### config.mk
export PLATFORM = sky130hd
export DESIGN_NAME = tug_field
export DESIGN_NICKNAME = d
export VERILOG_FILES = /design/src/rtl/tug_field_pkg.sv /design/src/rtl/tug_field_key_cond.sv /design/src/rtl/tug_field.sv
export SDC_FILE = /design/constraint.sdc
export NUM_CORES = 1
export LEC_CHECK = 0
export ABC_AREA = 0
export BUFFER_PORTS_ARGS = -buffer_cell sky130_fd_sc_hd__buf_2
export CAP_MARGIN = 40
export CORE_UTILIZATION = 25
export CTS_CLUSTER_SIZE = 30
export DETAILED_ROUTE_END_ITERATION = 12
export HOLD_SLACK_MARGIN = 0.05
export SYNTH_ARGS = -nofsm -noshare
export SYNTH_HDL_FRONTEND = slang
export SYNTH_SLANG_ARGS = --single-unit
### constraint.sdc
create_clock -name clk -period 4.2 [get_ports clk]
set_input_delay 0.63 -clock clk [delete_from_list [all_inputs] [get_ports clk]]
set_output_delay 0.63 -clock clk [all_outputs]
set_load 0.02 [all_outputs]
### src/rtl/tug_field_pkg.sv
// Shared types and sizing helpers for the tug-of-war playfield.
package field_pkg;

  typedef enum logic {S_ARM = 1'b0, S_PLAY = 1'b1} field_state_e;

  localparam int N_LIGHTS_DEF = 9;

  function automatic int centre(input int n);
    return n / 2;
  endfunction

  function automatic int pos_w(input int n);
    return $clog2(n);
  endfunction

  localparam int POS_W_DEF = pos_w(N_LIGHTS_DEF);

endpackage

### src/rtl/tug_field_key_cond.sv
// Raw key conditioning: synchroniser, optional debounce (FIELD_DEBOUNCE_EN), rise detect.
module key_cond #(
  parameter int SYNC_STAGES = 2,
  parameter int DEB_CYCLES  = 4
) (
  input  logic clk,
  input  logic reset,
  input  logic key,
  output logic level,
  output logic rise
);

  if (SYNC_STAGES < 2 || DEB_CYCLES < 1) begin : g_bad_cfg
    $error("key_cond: SYNC_STAGES must be >= 2 and DEB_CYCLES >= 1");
  end

  logic [SYNC_STAGES-1:0] sync;
  logic                   prev;

  always_ff @(posedge clk or posedge reset) begin
    if (reset) sync <= '0;
    else       sync <= {sync[SYNC_STAGES-2:0], key};
  end

`ifdef FIELD_DEBOUNCE_EN
  localparam int CW = $clog2(DEB_CYCLES + 1);
  logic [CW-1:0] cnt;
  logic          acc;

  // Counter runs only while the synchronised sample disagrees with the accepted level.
  always_ff @(posedge clk or posedge reset) begin
    if (reset) begin
      cnt <= '0;
      acc <= 1'b0;
    end else if (sync[SYNC_STAGES-1] == acc) begin
      cnt <= '0;
    end else if (cnt == CW'(DEB_CYCLES - 1)) begin
      acc <= sync[SYNC_STAGES-1];
      cnt <= '0;
    end else begin
      cnt <= cnt + CW'(1);
    end
  end

  assign level = acc;
`else
  assign level = sync[SYNC_STAGES-1];
`endif

  always_ff @(posedge clk or posedge reset) begin
    if (reset) prev <= 1'b0;
    else       prev <= level;
  end

  assign rise = level & ~prev;

endmodule

### src/rtl/tug_field.sv
// Tug-of-war playfield: one lit position, press pulses, round re-arm.
// Optional key debounce is enabled by defining FIELD_DEBOUNCE_EN.
module tug_field
  import field_pkg::*;
#(
  parameter int N_LIGHTS    = 9,
  parameter int SYNC_STAGES = 2,
  parameter int DEB_CYCLES  = 4
) (
  input  logic                clk,
  input  logic                reset,
  input  logic                key_l,
  input  logic                key_r,
  input  logic                round_rst,
  output logic [N_LIGHTS-1:0] lights,
  output logic                l_press,
  output logic                r_press,
  output logic                le,
  output logic                re
);

  localparam int                  POS_W  = pos_w(N_LIGHTS);
  localparam logic [POS_W-1:0]    CENTRE = POS_W'(centre(N_LIGHTS));
  localparam logic [POS_W-1:0]    LAST   = POS_W'(N_LIGHTS - 1);
  localparam logic [N_LIGHTS-1:0] ONE    = N_LIGHTS'(1);

  if (N_LIGHTS < 3 || (N_LIGHTS % 2) == 0) begin : g_bad_cfg
    $error("tug_field: N_LIGHTS must be odd and >= 3");
  end

  // Index 1 = left key, index 0 = right key.
  logic [1:0] keys, lvl, rise;
  assign keys = {key_l, key_r};

  for (genvar g = 0; g < 2; g++) begin : g_key
    key_cond #(
      .SYNC_STAGES(SYNC_STAGES),
      .DEB_CYCLES (DEB_CYCLES)
    ) u_key (
      .clk  (clk),
      .reset(reset),
      .key  (keys[g]),
      .level(lvl[g]),
      .rise (rise[g])
    );
  end

  field_state_e     state, state_nxt;
  logic [POS_W-1:0] pos, pos_nxt;
  logic             l_press_nxt, r_press_nxt;

  always_ff @(posedge clk or posedge reset) begin
    if (reset) begin
      state   <= S_ARM;
      pos     <= CENTRE;
      l_press <= 1'b0;
      r_press <= 1'b0;
    end else begin
      state   <= state_nxt;
      pos     <= pos_nxt;
      l_press <= l_press_nxt;
      r_press <= r_press_nxt;
    end
  end

  // The light moves on the cycle after its press pulse, so the counter
  // sees the pre-move edge level alongside the pulse and only scores a
  // press made while the edge was already lit.
  always_comb begin
    state_nxt   = state;
    pos_nxt     = pos;
    l_press_nxt = 1'b0;
    r_press_nxt = 1'b0;
    case (state)
      S_PLAY: begin
        if (round_rst) begin
          pos_nxt   = CENTRE;
          state_nxt = S_ARM;
        end else begin
          l_press_nxt = rise[1];
          r_press_nxt = rise[0];
          if (l_press && !r_press && pos != LAST)
            pos_nxt = pos + POS_W'(1);
          else if (r_press && !l_press && pos != '0)
            pos_nxt = pos - POS_W'(1);
        end
      end
      default: begin
        pos_nxt = CENTRE;
        if (!round_rst && !lvl[1] && !lvl[0]) state_nxt = S_PLAY;
      end
    endcase
  end

  assign lights = ONE << pos;
  assign le     = lights[N_LIGHTS-1];
  assign re     = lights[0];

endmodule
==> impl_metrics.csv, run 1 <==
group,metric,value,unit
outcome,status,"complete, no violations",
clock_tree,worstSkewPairLatency,0.27,ns
clock_tree,cts_tree,"built",
global_route,grt_pass1_wl,1950,µm
layout,final_common_cell,"buf_2",
floorplanning,std_cell_rows,18,
clock_tree,cts_max_path_buffers,2,
critical_path,cp_slowest_cell,"dfrtp_1",
critical_path,worst-path-buf-inv,0,
clock_tree,cts_buffers,3,
critical_path,slowest_delay,0.50,ns
layout,drive_above_1_share,32.1,%
synth,yosysWarnings,0,
synth,synthesis.area,684,µm²
global_route,grt_pass1_vias,473,
global_route,grt_max_degree,14,
clock_tree,cts.sinks,13,
layout,nets,90,
critical_path,crit_start,"pos[1]",
sta,finalMaxSlewViolations,0,
clock_tree,ctsResizeCount,0,
critical_path,cp_num_cells,7,
synth,synth_seq_cells,13,
global_route,grt-ovfl-total,0,
pwr,p_per_area,277,nW/µm²
synth,synth_area_per_cell,10.7,µm²
floorplanning,fp.dieW,54.3,µm
min_path,hold_class,"in2async",
layout,final_core_util,31.5,%
critical_path,worstSetupPathType,"reg2reg",
floorplanning,core,2520,µm²
critical_path,path_cells,"nor4b_4, or2_1, ha_1, a21oi_1, a21oi_1, o211ai_1, a21oi_1",
routing,viasPerCell,4.45,
routing,drc_errors,0,
placement,dp_hpwl,865,µm
layout,final_cell_mix,"buf_2 (17), dfrtp_1 (12), nor2_1 (8)",
sta,fin_crit_sh,50.6,%
synth,ys.flop_type,"dfrtp_1",
sta,tns,0,ns
critical_path,critPathMaxFanout,9,
clock_tree,postCtsHoldBufs,0,
critical_path,r2r_slack,2.07,ns
synth,async_flop_share,100,%
pwr,ir_drop,195,µV
global_route,antenna_found_initial,0,
sta,period_needed,2.13,ns
sta,fin_skew,0.00950,ns
critical_path,crit_end,"pos[3]",
sta,finalSetupViolations,0,
synth,synthCells,64,
critical_path,path_common_cell,"a21oi_1",
critical_path,timing.rr.start,"pos[1]",
routing,drt_first_pass_iters,4,
placement,post-place-ws,2.06,ns
sta,hold_viol,0,
clock_tree,postCtsSetupBuffers,0,
critical_path,crit_arrival,2.28,ns
critical_path,r2r_cells,7,
sta,worst_pin_slew,0.477,ns
layout,antenna_cells,0,
layout,syn2layout_area_growth,16.3,%
sta,setup_slack,2.07,ns
critical_path,crit_family,"compound AO/OA/AOI/OAI gates",
placement,portBuffers,17,
sta,rsz0062_at_grt,"false",
sta,fmax,470,MHz
critical_path,startpoint_type,"register",
floorplanning,die_y,54.3,µm
critical_path,r2r-end,"pos[3]",
placement,gp_congestion,0.761,
sta,relSlewSlack,68.1,%
routing,routed_wl,1120,µm
routing,wl_per_cell,10.1,µm
clock_tree,clk_pin_slew,0.08,ns
synth,synth_nets,72,
floorplanning,die-area,2950,µm²
synth,synth_edf_count,0,
routing,vias,494,
pwr,p_leak,0.366,nW
floorplanning,io_pins,18,
critical_path,required,4.36,ns
routing,antenna_left,0,
global_route,grt_usage,9.36,%
job,maxCapViolations,0,
synth,ys_types,25,
critical_path,end_kind,"register",
pwr,power,0.220,mW
floorplanning,initial_utilization,27.1,%
routing,first_iter_violations,10,
clock_tree,htreeDepth,1,
synth,ys_seq_area_share,47.7,%
sta,whs,0.354,ns
clock_tree,cts_root_buffer,"clkbuf_4",
-- routing by layer --
layer	part of all wire [%]	up-vias	global-route usage, %
li1	-	251	-
met1	50	225	11.6
met2	43	18	15.2
met3	7.1	0	4.17
met4	0	0	1.28
met5	0	-	0
-- how the worst min path moves through the flow --
stage / endpoint / startpoint / slack (ns) / cells after the start
floorplan: g_key[0].u_key.sync[1] / g_key[0].u_key.sync[0] / 0.33 / 0
global placement: g_key[1].u_key.sync[1] / g_key[1].u_key.sync[0] / 0.33 / 0
detailed placement: g_key[0].u_key.sync[1] / g_key[0].u_key.sync[0] / 0.34 / 0
CTS: g_key[1].u_key.sync[1] / g_key[1].u_key.sync[0] / 0.36 / 0
global route: g_key[1].u_key.sync[1] / g_key[1].u_key.sync[0] / 0.36 / 0
finish: pos[0] / reset / 0.35 / 2
-- through the flow --
| stage | instances | instance area (µm²) |
|---|---|---|
| global placement | 107 | 769 |
| global route | 111 | 796 |
| floorplan | 64 | 684 |
| detailed placement | 107 | 769 |
| CTS | 111 | 796 |
| finish | 111 | 796 |
-- registers in the layout, summed over array words and instances, names as in the netlist --
| signal | cells |
|---|---|
| g_key.u_key.sync | 4 |
| pos | 4 |
| g_key.u_key.prev | 2 |
| l_press | 1 |
| r_press | 1 |
| state | 1 |
-- area by class of cell --
cell class	count	area [µm²]
flip-flops and latches	13	327
repair buffers	17	85.1
fillers	272	1730
well taps	30	37.5
multi-input cells	42	302
inverters	5	18.8
clock buffers	4	26.3
-- logic make-up (layout without fill, tap and decap cells) --
family | Yosys count | count (layout) | synth area share, %
adders and majority gates | 3 | 3 | 6.58
and+or+nand+nor | 28 | 28 | 24.1
muxes | 1 | 1 | 1.46
DFF | 13 | 13 | 47.7
xor gates and xnor gates | 2 | 2 | 2.56
AOI/OAI and AO/OA | 8 | 8 | 9.32
buffers and inverters | 9 | 26 | 8.22
-- where the power goes --
group	switching [mW]	total, mW	internal, mW
registers	0.00236	0.132	0.129
clock network	0.0386	0.0753	0.0368
logic	0.00808	0.0134	0.00531
total	0.0490	0.220	0.171
-- Yosys cell counts, types with 2 or more instances --
master	number	share of area [%]
nor3b_1	2	2.2
nor3_1	4	2.9
nor2_1	8	4.4
nand2_1	4	2.2
ha_1	2	3.7
dfrtp_1	12	44
o211ai_1	2	2.2
inv_1	4	2.2
buf_4	2	2.2
xnor2_1	2	2.6
nand2b_1	5	4.6
buf_6	2	3.3
a21oi_1	3	2.2
(Power assumes the default switching activity.)
==> inputs of run 2 (changes only) <==
==> constraint.sdc (replaced) <==
create_clock -name clk -period 2.2 [get_ports clk]
set_input_delay 0.33 -clock clk [delete_from_list [all_inputs] [get_ports clk]]
set_output_delay 0.33 -clock clk [all_outputs]
set_load 0.02 [all_outputs]
==> run 2 against run 1 <==
Compared with the run above: die area did not move; via count rose by 4.5%; largest power group unchanged; setup slack got worse by 1.9 ns; hold slack got worse by 0.30 ns; maximum frequency rose by 5.9%; highest routed layer unchanged; critical endpoint unchanged; clock skew fell by 0.0073 ns; largest cell class unchanged.
==> impl_metrics.csv, run 2 (synthesis results as in run 1) <==
group,metric,value,unit
outcome,status,"complete, no violations",
routing,first_iter_violations,4,
critical_path,r2r_cells,7,
critical_path,slowest_delay,0.39,ns
sta,setup_slack,0.193,ns
floorplanning,die_y,54.3,µm
clock_tree,ctsResizeCount,0,
clock_tree,cts_root_buffer,"clkbuf_4",
placement,gp_congestion,0.714,
global_route,grt_max_degree,14,
critical_path,timing.rr.start,"r_press",
routing,wl_per_cell,10.9,µm
floorplanning,core,2520,µm²
clock_tree,cts_buffers,3,
pwr,swShare,22.8,%
critical_path,critPathMaxFanout,5,
layout,reg_top3,"g_key.u_key.sync x4, pos x4, g_key.u_key.prev x2",
critical_path,r2r_slack,0.19,ns
layout,nFillCells,275,
global_route,grt-ovfl-total,0,
sta,tns,0,ns
critical_path,crit_family,"simple AND/OR/NAND/NOR gates",
global_route,grt_pass1_vias,489,
critical_path,startpoint_type,"register",
pwr,seq_power_share,59.5,%
critical_path,end_kind,"register",
sta,rsz0062_at_grt,"false",
routing,drc_errors,0,
floorplanning,std_cell_rows,18,
critical_path,path_cells,"nand2b_1, or2_1, ha_1, a21oi_1, and3_1, o211ai_1, a21oi_1",
critical_path,required,2.40,ns
sta,relSlewSlack,68.6,%
critical_path,crit_arrival,2.21,ns
global_route,grt_usage,10.1,%
clock_tree,postCtsSetupBuffers,0,
routing,vias,516,
pwr,p_per_area,504,nW/µm²
floorplanning,io_pins,18,
critical_path,worst-path-buf-inv,0,
clock_tree,cts.sinks,13,
sta,fmax,498,MHz
pwr,p_int,0.325,mW
clock_tree,clk_pin_slew,0.08,ns
layout,final_common_cell,"buf_2",
layout,syn2layout_area_growth,21.9,%
sta,fin_crit_sh,91.2,%
sta,finalMaxSlewViolations,0,
routing,antenna_left,0,
placement,dp_hpwl,1010,µm
sta,hold_viol,0,
clock_tree,worstSkewPairLatency,0.27,ns
pwr,pwr-share-clk,34.0,%
sta,worst_pin_slew,0.470,ns
job,maxCapViolations,0,
floorplanning,fp.dieW,54.3,µm
sta,finalSetupViolations,0,
sta,period_needed,2.01,ns
min_path,hold_class,"in2async",
critical_path,cp_num_cells,7,
placement,post-place-ws,0.188,ns
layout,nets,95,
layout,drive_above_1_share,37.2,%
critical_path,path_common_cell,"a21oi_1",
layout,multiInputGateArea,302,µm²
global_route,antenna_found_initial,0,
sta,fin_skew,0.00217,ns
critical_path,r2r-end,"pos[3]",
clock_tree,postCtsHoldBufs,0,
pwr,ir_drop,379,µV
pwr,p_leak,0.395,nW
critical_path,crit_end,"pos[3]",
global_route,grt_pass1_wl,2100,µm
pwr,power.net_switching,0.0960,mW
layout,ff_latch_area,327,µm²
placement,portBuffers,17,
clock_tree,cts_max_path_buffers,2,
layout,antenna_cells,0,
floorplanning,initial_utilization,27.1,%
routing,routed_wl,1260,µm
layout,final_cell_mix,"buf_2 (17), dfrtp_1 (12), nor2_1 (8)",
routing,viasPerCell,4.45,
floorplanning,die-area,2950,µm²
clock_tree,cts_tree,"built",
pwr,combPwrFrac,6.5,%
critical_path,worstSetupPathType,"reg2reg",
critical_path,cp_slowest_cell,"dfrtp_1",
clock_tree,htreeDepth,1,
routing,drt_first_pass_iters,3,
critical_path,crit_start,"r_press",
[run 2: cell types whose count changed in the layout (fill, tap and decap cells not counted), sizes merged]
cell	previous run	this run
buf	17	22
clkbuf	4	3
clkinv	0	1
[run 2: worst min path at each step]
stage / end / slack (ns) / cells after the start
5_1_grt: state / 0.09 / 2
2_1_floorplan: g_key[0].u_key.prev / 0.21 / 1
3_5_place_dp: g_key[0].u_key.sync[1] / 0.34 / 0
3_3_place_gp: g_key[1].u_key.sync[1] / 0.34 / 0
4_1_cts: pos[1] / 0.07 / 2
6_report: pos[1] / 0.06 / 2
[run 2: cell type report]
type	count	share of cell area [%]
repair buffers	22	14.7
well taps	30	4.50
inverters	5	2.25
clock inverters	1	0.600
flip-flops and latches	13	39.1
clock buffers	3	2.70
multi-input cells	42	36.1
[run 2: metal layers]
metal	vias to the layer above	GRT usage, %	wire length, µm
met5	-	0	0
met4	0	0	0
met3	0	4.17	71
met2	18	19.7	637
met1	241	10.6	553
li1	257	-	-
[run 2: through the flow]
stage | instance area (µm²) | hold slack [ns] | instances | total power [mW] | util, %
after floorplan | 684 | 0.206 | 64 | 0.273 | -
after global placement | 807 | 0.339 | 112 | 0.282 | 32.0
after CTS | 835 | 0.0702 | 116 | 0.429 | 33.1
after detailed placement | 807 | 0.340 | 112 | 0.283 | 32.0
after global routing | 835 | 0.0916 | 116 | 0.451 | 33.1
final | 835 | 0.0560 | 116 | 0.421 | 33.1
[run 2: power groups by stage]
stage | clock network (mW) | registers (mW) | logic (mW)
5_1_grt | 0.168 | 0.251 | 0.0311
3_5_place_dp | 0 | 0.255 | 0.0279
6_report | 0.143 | 0.250 | 0.0273
3_3_place_gp | 0 | 0.255 | 0.0273
4_1_cts | 0.150 | 0.250 | 0.0282
2_1_floorplan | 0 | 0.255 | 0.0185
[run 2: worst reg2reg max path: stages, from the launching register on]
cell	delay, ns
dfrtp_1	0.39
nand2b_1	0.22
or2_1	0.30
ha_1	0.34
a21oi_1	0.28
and3_1	0.21
o211ai_1	0.08
a21oi_1	0.14
